`src/rtl/alu_reservation_station_pkg.sv`:
```
// Shared widths, ALU opcode encodings and a small sizing helper for the ALU
// reservation station.
package alu_reservation_station_pkg;

    localparam int ROB_TAG_W = 5;
    localparam int ALU_OP_W  = 5;
    localparam int DATA_W    = 32;

    typedef enum logic [ALU_OP_W-1:0] {
        ALU_ADD  = 5'd0,
        ALU_SUB  = 5'd1,
        ALU_SLL  = 5'd2,
        ALU_SLT  = 5'd3,
        ALU_SLTU = 5'd4,
        ALU_XOR  = 5'd5,
        ALU_SRL  = 5'd6,
        ALU_SRA  = 5'd7,
        ALU_OR   = 5'd8,
        ALU_AND  = 5'd9,
        ALU_LUI  = 5'd10,
        ALU_AUIPC = 5'd11
    } alu_op_e;

    // Index width that stays at least one bit even for a single-entry vector.
    function automatic int idx_width(input int n);
        return (n > 1) ? $clog2(n) : 1;
    endfunction

endpackage

```
`src/rtl/rs_priority_pick.sv`:
```
// Lowest-index finder: reports whether any request bit is set and the index
// of the lowest one.
module rs_priority_pick
    import alu_reservation_station_pkg::*;
#(
    parameter int N = 8,
    localparam int IW = idx_width(N)
) (
    input  logic [N-1:0]  req,
    output logic          found,
    output logic [IW-1:0] idx
);

    always_comb begin
        // NOTE: every output gets a default before the loop so no path leaves
        // it unassigned, which would otherwise infer a latch.
        found = |req;
        idx   = '0;
        for (int i = N - 1; i >= 0; i--) begin
            if (req[i]) begin
                idx = IW'(i);
            end
        end
    end

endmodule

```
`src/rtl/alu_reservation_station.sv`:
```
// Tomasulo reservation station for the ALU: buffers issued instructions, snoops
// the CDB for pending operands and dispatches one ready entry per cycle.
module alu_reservation_station
    import alu_reservation_station_pkg::*;
#(
    parameter int RS_SIZE = 8,
    parameter int ROB_W   = ROB_TAG_W,
    parameter int OP_W    = ALU_OP_W
) (
    input  logic              clk_in,
    input  logic              rst_in,
    input  logic              rdy_in,
    input  logic              _clear,
    input  logic              _issue_valid,
    input  logic [ROB_W-1:0]  _issue_rob_id,
    input  logic [OP_W-1:0]   _issue_op,
    input  logic              _issue_qj_valid,
    input  logic [ROB_W-1:0]  _issue_qj,
    input  logic [31:0]       _issue_vj,
    input  logic              _issue_qk_valid,
    input  logic [ROB_W-1:0]  _issue_qk,
    input  logic [31:0]       _issue_vk,
    output logic              _rs_full,
    input  logic              _cdb_ready,
    input  logic [ROB_W-1:0]  _cdb_rob_id,
    input  logic [31:0]       _cdb_value,
    input  logic              _alu_full,
    output logic              _alu_ready,
    output logic [ROB_W-1:0]  _alu_rob_id,
    output logic [OP_W-1:0]   _alu_op,
    output logic [31:0]       _alu_vj,
    output logic [31:0]       _alu_vk
);

    localparam int IW = idx_width(RS_SIZE);

    logic [RS_SIZE-1:0] busy;
    logic [RS_SIZE-1:0] qj_valid;
    logic [RS_SIZE-1:0] qk_valid;
    logic [OP_W-1:0]    ent_op  [RS_SIZE];
    logic [ROB_W-1:0]   ent_rob [RS_SIZE];
    logic [ROB_W-1:0]   ent_qj  [RS_SIZE];
    logic [ROB_W-1:0]   ent_qk  [RS_SIZE];
    logic [31:0]        ent_vj  [RS_SIZE];
    logic [31:0]        ent_vk  [RS_SIZE];

    logic [RS_SIZE-1:0] ready_vec;
    logic [RS_SIZE-1:0] free_vec;
    logic               ready_found;
    logic               free_found;
    logic [IW-1:0]      ready_idx;
    logic [IW-1:0]      free_idx;
    logic               issue_ok;
    logic               dispatch_ok;
    logic               fwd_j;
    logic               fwd_k;

    assign _rs_full  = &busy;
    assign ready_vec = busy & ~qj_valid & ~qk_valid;
    assign free_vec  = ~busy;

    rs_priority_pick #(.N(RS_SIZE)) u_free_pick (
        .req   (free_vec),
        .found (free_found),
        .idx   (free_idx)
    );

    rs_priority_pick #(.N(RS_SIZE)) u_ready_pick (
        .req   (ready_vec),
        .found (ready_found),
        .idx   (ready_idx)
    );

    assign issue_ok    = _issue_valid && free_found;
    assign dispatch_ok = !_alu_full && ready_found;

    // A producer completing in the issue cycle would otherwise be missed forever.
    assign fwd_j = _issue_qj_valid && _cdb_ready && (_issue_qj == _cdb_rob_id);
    assign fwd_k = _issue_qk_valid && _cdb_ready && (_issue_qk == _cdb_rob_id);

    // Occupancy and the dispatch port; clear outranks everything but reset.
    always_ff @(posedge clk_in or posedge rst_in) begin
        // NOTE: state is updated with non-blocking assignments so every read in
        // this block sees the pre-edge value regardless of statement order.
        if (rst_in) begin
            busy        <= '0;
            _alu_ready  <= 1'b0;
            _alu_rob_id <= '0;
            _alu_op     <= '0;
            _alu_vj     <= '0;
            _alu_vk     <= '0;
        end else if (_clear) begin
            busy       <= '0;
            _alu_ready <= 1'b0;
        end else if (!rdy_in) begin
            _alu_ready <= 1'b0;
        end else begin
            _alu_ready <= dispatch_ok;
            if (dispatch_ok) begin
                busy[ready_idx] <= 1'b0;
                _alu_rob_id     <= ent_rob[ready_idx];
                _alu_op         <= ent_op[ready_idx];
                _alu_vj         <= ent_vj[ready_idx];
                _alu_vk         <= ent_vk[ready_idx];
            end
            // The free slot is non-busy, so it never collides with the dispatched one.
            if (issue_ok) begin
                busy[free_idx] <= 1'b1;
            end
        end
    end

    // NOTE: entry payload is deliberately not reset; it is only ever read
    // through a set busy bit, and busy itself is reset.
    always_ff @(posedge clk_in) begin
        if (rdy_in && !_clear) begin
            for (int i = 0; i < RS_SIZE; i++) begin
                if (busy[i] && _cdb_ready) begin
                    if (qj_valid[i] && (ent_qj[i] == _cdb_rob_id)) begin
                        qj_valid[i] <= 1'b0;
                        ent_vj[i]   <= _cdb_value;
                    end
                    if (qk_valid[i] && (ent_qk[i] == _cdb_rob_id)) begin
                        qk_valid[i] <= 1'b0;
                        ent_vk[i]   <= _cdb_value;
                    end
                end
            end
            if (issue_ok) begin
                ent_op[free_idx]   <= _issue_op;
                ent_rob[free_idx]  <= _issue_rob_id;
                ent_qj[free_idx]   <= _issue_qj;
                ent_qk[free_idx]   <= _issue_qk;
                qj_valid[free_idx] <= _issue_qj_valid && !fwd_j;
                qk_valid[free_idx] <= _issue_qk_valid && !fwd_k;
                ent_vj[free_idx]   <= fwd_j ? _cdb_value : _issue_vj;
                ent_vk[free_idx]   <= fwd_k ? _cdb_value : _issue_vk;
            end
        end
    end

endmodule

```
`config.mk`:
```
export PLATFORM = sky130hd
export DESIGN_NAME = alu_reservation_station
export DESIGN_NICKNAME = d
export VERILOG_FILES = /design/src/rtl/alu_reservation_station_pkg.sv /design/src/rtl/rs_priority_pick.sv /design/src/rtl/alu_reservation_station.sv
export SDC_FILE = /design/constraint.sdc
export NUM_CORES = 1
export LEC_CHECK = 0
export CELL_PAD_IN_SITES_DETAIL_PLACEMENT = 1
export CELL_PAD_IN_SITES_GLOBAL_PLACEMENT = 2
export CORE_ASPECT_RATIO = 1.75
export CORE_MARGIN = 3
export CORE_UTILIZATION = 42
export DETAILED_ROUTE_END_ITERATION = 8
export GPL_TIMING_DRIVEN = 0
export PLACE_DENSITY = 0.77
export SLEW_MARGIN = 20
export SYNTH_ARGS = -nofsm -noshare
export SYNTH_HDL_FRONTEND = slang
export SYNTH_SLANG_ARGS = --single-unit
```
`constraint.sdc`:
```
create_clock -name clk_in -period 4.3 [get_ports clk_in]
set_clock_uncertainty 0.1 [all_clocks]
set_input_delay 0.645 -clock clk_in [delete_from_list [all_inputs] [get_ports clk_in]]
set_output_delay 0.645 -clock clk_in [all_outputs]
set_load 0.05 [all_outputs]
```
Word-level counts from Yosys, hierarchy flattened:

Memory sizes are Yosys's and may differ from the RTL's. A register that Yosys moved wholly into a read port is not among the register bits.
Cells that the tools add are included.

* register bits: 25
* bits in writable memories: 672
* input bits: 130
* memories: 6

* $lt $le $gt $ge: 4
* equal/unequal tests: 18
* muxes and demuxes: 149
* bitwise operators: 9
* reduce and logical (&&, ||, !) cells: 44

Memories
* ent_vj: depth 8, width 32, read ports 1, clocked after Yosys merged registers in 1, wr ports 9, line alu_reservation_station.sv:44 `logic [31:0] ent_vj [RS_SIZE];`
* ent_vk: depth 8, width 32, read ports 1, clocked after Yosys merged registers in 1, wr ports 9, line alu_reservation_station.sv:45 `logic [31:0] ent_vk [RS_SIZE];`
* ent_op: depth 8, width 5, read ports 1, clocked after Yosys merged registers in 1, wr ports 1, line alu_reservation_station.sv:40 `logic [OP_W-1:0] ent_op [RS_SIZE];`
* ent_qj: depth 8, width 5, read ports 8, clocked after Yosys merged registers in 0, wr ports 1, line alu_reservation_station.sv:42 `logic [ROB_W-1:0] ent_qj [RS_SIZE];`
* ent_qk: depth 8, width 5, read ports 8, clocked after Yosys merged registers in 0, wr ports 1, line alu_reservation_station.sv:43 `logic [ROB_W-1:0] ent_qk [RS_SIZE];`
* ent_rob: depth 8, width 5, read ports 1, clocked after Yosys merged registers in 1, wr ports 1, line alu_reservation_station.sv:41 `logic [ROB_W-1:0] ent_rob [RS_SIZE];`

Operators with widths (count)
* 1-bit 2-to-1 mux: 119
* 5-bit == test: 18
* 32-bit 2-to-1 mux: 2
* 8-bit 2-to-1 mux: 8
* 3-bit 2-to-1 mux: 16
* 1-bit logical AND: 35
* 8-bit NOT: 4
* 8-bit bitwise AND: 3
* 8-bit bitwise mux: 2
* 8-bit OR reduction: 2
* 3-bit by 4-bit less-than comparator with 1-bit output (second input constant): 2
* 8-bit bitwise OR: 1
* 8-bit AND reduction: 1
* 1-bit demux with 3-bit select: 2
* 3-bit by 1-bit >= comparator with 1-bit output (second input constant): 2
* 1-bit logical NOT: 4
* 3-bit AND reduction: 1
* 2-bit nonzero test: 1
* 1-bit NOT: 1

Depth between registers and ports, before layout:

* depth in word-level cells: 24
* mapped depth: 10

Modules after synthesis:

A second synthesis with hierarchy kept.

* cells, all modules: 2168
* area, all modules: 36004.5 µm²

By module, submodules not included
* alu_reservation_station: instances 1, cells each 2142, area an instance 35841.9 µm², sequential area each 22736.8 µm²
* rs_priority_pick: instances 2, cells each 13, area an instance 81.3 µm², sequential area each 0.0 µm²

Worst setup path after synthesis:

No wires, ideal clock.

* kind: input-to-reg
* start point: input _cdb_rob_id[3]
* end point: memory ent_vj[5][0] (enable)
* setup time: 0.466 ns
* arrival time: 4.121 ns
* data required time: 3.734 ns
* setup slack: -0.386 ns
* stages: 6
* path buffers: 2
* path through: buf_2 buf_1 xor2_1 nor4_1 nand4_1 o21ai_0

RTL lines
* start: declaration: line alu_reservation_station.sv:25 `input logic [ROB_W-1:0] _cdb_rob_id,`
* end: declaration: line alu_reservation_station.sv:44

Final worst setup path:

* start point: register busy[3]
* end point: register _alu_op[1] (read register of ent_op)

* cells in the longest elaborated chain, start to end: 6
* elaborated cells on any way between the ends: 9
* those cells by class: 4 x mux; 2 x bitwise; 3 x reduce/logical

Ends and longest elaborated chain
* start: declaration: line alu_reservation_station.sv:37 `logic [RS_SIZE-1:0] busy;`
* start signal: assignment: line alu_reservation_station.sv:86 `busy <= '0;`
* start signal: assignment: line alu_reservation_station.sv:93 `busy <= '0;`
* start signal: indexed assignment: line alu_reservation_station.sv:100 `busy[ready_idx] <= 1'b0;`
* 8-bit bitwise AND (*) (2 in series): line alu_reservation_station.sv:59 `assign ready_vec = busy & ~qj_valid & ~qk_valid;`
* 3-bit 2-to-1 mux (4 in series): line rs_priority_pick.sv:20 `if (req[i]) begin`
* end: declaration: line alu_reservation_station.sv:30 `output logic [OP_W-1:0] _alu_op,`

Mark *: on every way between the ends. The rest lies on a longest branch, timed or not.
A chain may end at the register's enable or synchronous reset.

==> run metrics <==
status=finished clean; layout net count=3,067; Max-Slew Margin vs Limit=0.167; period utilisation layout=0.982; cell leakage power=14.2 nW; Int Pwr=0.0127 W; critical-path maximum fanout=10; post-synthesis cell count=between 2,000 and 3,000; DIE AREA=0.0904 mm^2; pin count of the biggest net entering global routing=48; part of the power in registers=0.502; total power density per cell area=a little under 400 mW/mm^2; 1st-iter DRT viols=between 2,000 and 3,000; core area=0.0858 mm^2; area taken by flip-flops and latches=0.0227 mm^2; via count of the first global-routing pass=28,500; die width=about 230 um; actual slew at the worst max-slew pin=1240 ps; antenna violations before repair=4; Slew Viols, Final=0; CTS H-Tree Depth=3; ports placed on the boundary=206; Fmax achieved=0.237 GHz; crit path from=busy[3]; final routed wirelength across all metal layers=149,000 um; sum of net half-perimeters after detailed placement=104,000 um; std cell rows=142; critical path required time=4770 ps; setup repair after global routing missed its margin=no; Clk pwr share=0.399; multi-input combinational cell area=0.0127 mm^2; Final Hold Violating Endpoints=0; most used flip-flop cell after synthesis=sky130_fd_sc_hd__edfxtp_1; startpoint type of the worst setup path=flip-flop; worst setup slack before clock tree synthesis=-346 ps; Die Span Y=396 um; clock transition time at the flip-flop clock pins of the worst setup and hold paths=70 ps; number of buffers added on ports=200; layout filler cell count=8,481; via count normalized by instance count=~6.3; Detail Route Antenna Nets=0; non-filler cells, final=about 4,200; DRC violations left=0; number of enable-type register cells in the synthesized netlist=688; Starting Density=0.424; Mapped Nets=2,754; Hold Worst Slack=355 ps; switching fraction of total power=0.243; switching power=0.00409 W; wire length of the first global-routing pass=208,000 um; number of distinct standard cells referenced by the synthesized netlist=57; area growth from synthesis to layout=18.7%; Avg Cell Area, Syn=13.9 um^2; latest clock arrival within the worst-skew pair=just under 700 ps; WL per Instance=between 30 and 40 um; root buffer cell=sky130_fd_sc_hd__clkbuf_16; endpoint kind of the worst setup timing path=flip-flop; data arrival time of the critical path=4690 ps; final critical delay including setup and external delays=~4200 ps; total number of vias=roughly 26,000; number of buffers created by CTS=75; number of storage elements in the synthesis netlist=771; type of the most critical hold path=in2async; Worst Setup Path Type=reg2reg; utilization after layout=0.504; final-report setup violation count=0; combinational share of power=0.099; Post-Synthesis Cell Area=0.0364 mm^2; layout cells sized above 1=0.270; async set or reset register ratio after synthesis=0.108; clock net sink count=roughly 770; post-route setup TNS=0 ps; remaining global-route overflow=0; count of TritonRoute iterations in the first routing pass=8; post-placement cell count=4,010; # Max-Cap Violations=0; maximum count of clock buffers along a single path=3; start of the worst register-to-register path=busy[3]; clock tree from TritonCTS=yes; routability congestion estimate from global placement=just under 0.9; Peak supply drop=0.416 mV; Synthesis Warnings=0; sequential share of the synthesized area=0.624; all-layer global routing usage=0.325; Final Worst Setup Slack=79.2 ps
-- cell families (layout without fill, tap and decap cells) --
logic type      count (synthesis)  after routing  synth area share
flops                         771            771             0.624
simple gates                  583            583            0.0761
mux                           520            520             0.161
compound gates                417            417            0.0860
other cells                     0              5                 0
buf+inv                       243            618            0.0314
xor+xnor                       90             90            0.0216
-- cell usage after synthesis, drive strengths merged (2+ instances only) --
master | count | share of area
edfxtp | 688 | 0.57
mux2 | 512 | 0.16
nand2 | 288 | 0.030
buf | 133 | 0.020
a21oi | 124 | 0.017
nand3 | 123 | 0.017
clkbuf | 100 | 0.010
dfrtp | 83 | 0.057
a221oi | 82 | 0.020
xnor2 | 62 | 0.015
nor3 | 51 | 0.0070
o221ai | 42 | 0.010
nor3b | 41 | 0.0089
o31ai | 40 | 0.010
o22ai | 36 | 0.0062
a222oi | 33 | 0.0091
a22o | 32 | 0.0077
xor2 | 28 | 0.0067
nand4 | 23 | 0.0044
nor2 | 21 | 0.0022
nand2b | 12 | 0.0021
inv | 10 | 0.0010
a31o | 9 | 0.0022
nor4 | 9 | 0.0020
o21ai | 9 | 0.0012
mux2i | 8 | 0.0022
or2 | 7 | 0.0012
nor2b | 2 | 0.00055
o32ai | 2 | 0.00048
or3 | 2 | 0.00034
or3b | 2 | 0.00048
-- metal layers --
metal | vias up | global-route usage | part of all wire
met5 | - | 0 | 0.000081
met4 | 2 | 0.254 | 0.093
met3 | 490 | 0.0594 | 0.070
met2 | 1348 | 0.564 | 0.50
met1 | 13600 | 0.348 | 0.34
li1 | 10800 | - | -
-- worst max-delay path, stage by stage, from the launching register on --
cell and delay [ps]:
sky130_fd_sc_hd__dfrtp_1 350, sky130_fd_sc_hd__buf_2 200, sky130_fd_sc_hd__nor3b_1 210, sky130_fd_sc_hd__nor2_1 600, sky130_fd_sc_hd__nand2_1 510, sky130_fd_sc_hd__o31ai_4 470, sky130_fd_sc_hd__buf_4 240, sky130_fd_sc_hd__buf_2 330
sky130_fd_sc_hd__clkbuf_1 810, sky130_fd_sc_hd__nand2_1 170, sky130_fd_sc_hd__o31ai_2 110
-- through the flow --
stage	instance area, um^2	total power (W)
floorplan	36400	0.00947
global placement	39900	0.0102
detailed placement	40800	0.0103
CTS	43200	0.0169
global route	43200	0.0172
finish	43200	0.0168
-- registers in the layout, indices dropped and copies added (netlist names) --
register	cells
ent_vj	256
_alu_vj	32
_alu_vk	32
_alu_op	5
ent_vk	256
ent_op	40
qj_valid	8
_alu_ready	1
ent_qk	40
qk_valid	8
ent_qj	40
busy	8
_alu_rob_id	5
ent_rob	40
-- power groups by stage --
stage | sequential [W] | clock (W) | combinational [W]
final | 0.00843 | 0.00671 | 0.00167
after global routing | 0.00844 | 0.00703 | 0.00175
after CTS | 0.00843 | 0.00678 | 0.00167
after detailed placement | 0.00859 | 0 | 0.00166
after global placement | 0.00859 | 0 | 0.00158
after floorplan | 0.00892 | 0 | 0.000553
-- layout make-up --
class / count / share of cell area
Timing Repair Buffer: 236 / 0.0634
Clock buffer: 107 / 0.0505
Clock inverter: 32 / 0.00550
Sequential cell: 771 / 0.526
Tap cell: 1152 / 0.0333
Inverter: 10 / 0.000984
Antenna cell: 5 / 0.000289
Multi-Input combinational cell: 1610 / 0.294
Buffer: 233 / 0.0259
-- cells in the final DEF (no fill, tap or decap), types with 32 or more instances in the layout --
cell	instances
sky130_fd_sc_hd__buf_2	95
sky130_fd_sc_hd__o22ai_1	36
sky130_fd_sc_hd__a21oi_1	120
sky130_fd_sc_hd__dfrtp_1	83
sky130_fd_sc_hd__a221oi_1	82
sky130_fd_sc_hd__edfxtp_1	688
sky130_fd_sc_hd__a22o_1	32
sky130_fd_sc_hd__xnor2_1	62
sky130_fd_sc_hd__nand2_1	288
sky130_fd_sc_hd__nor3_1	48
sky130_fd_sc_hd__mux2_2	507
sky130_fd_sc_hd__o221ai_1	42
sky130_fd_sc_hd__clkbuf_16	81
sky130_fd_sc_hd__clkdlybuf4s50_1	200
sky130_fd_sc_hd__nor3b_1	39
sky130_fd_sc_hd__clkbuf_1	114
sky130_fd_sc_hd__a222oi_1	33
sky130_fd_sc_hd__nand3_1	123
-- path summary, 6_finish.rpt --
| kind | slack (ps) | to | cells past startpoint |
|---|---|---|---|
| setup / recovery | 80 | _alu_op[1] | 10 |
| hold / removal | 360 | _alu_vk[24] | 2 |
| setup reg to reg | 80 | _alu_op[1] | 10 |
| hold reg to reg | 380 | _alu_vj[14] | 2 |
| max in group asynchronous | 2990 | _alu_rob_id[4] | 3 |
| min in group clk_in | 380 | _alu_vj[14] | 2 |
-- timing repair --
action	in CTS	in global routing
hold buffers	0	0
gates resized for setup	2	2
setup endpoints to repair	9	28
endpoints found under the hold margin	0	0
buffers inserted	0	2
cloned	0	0
pin swaps	0	1
No activity file was read; power rests on OpenSTA's default activity.
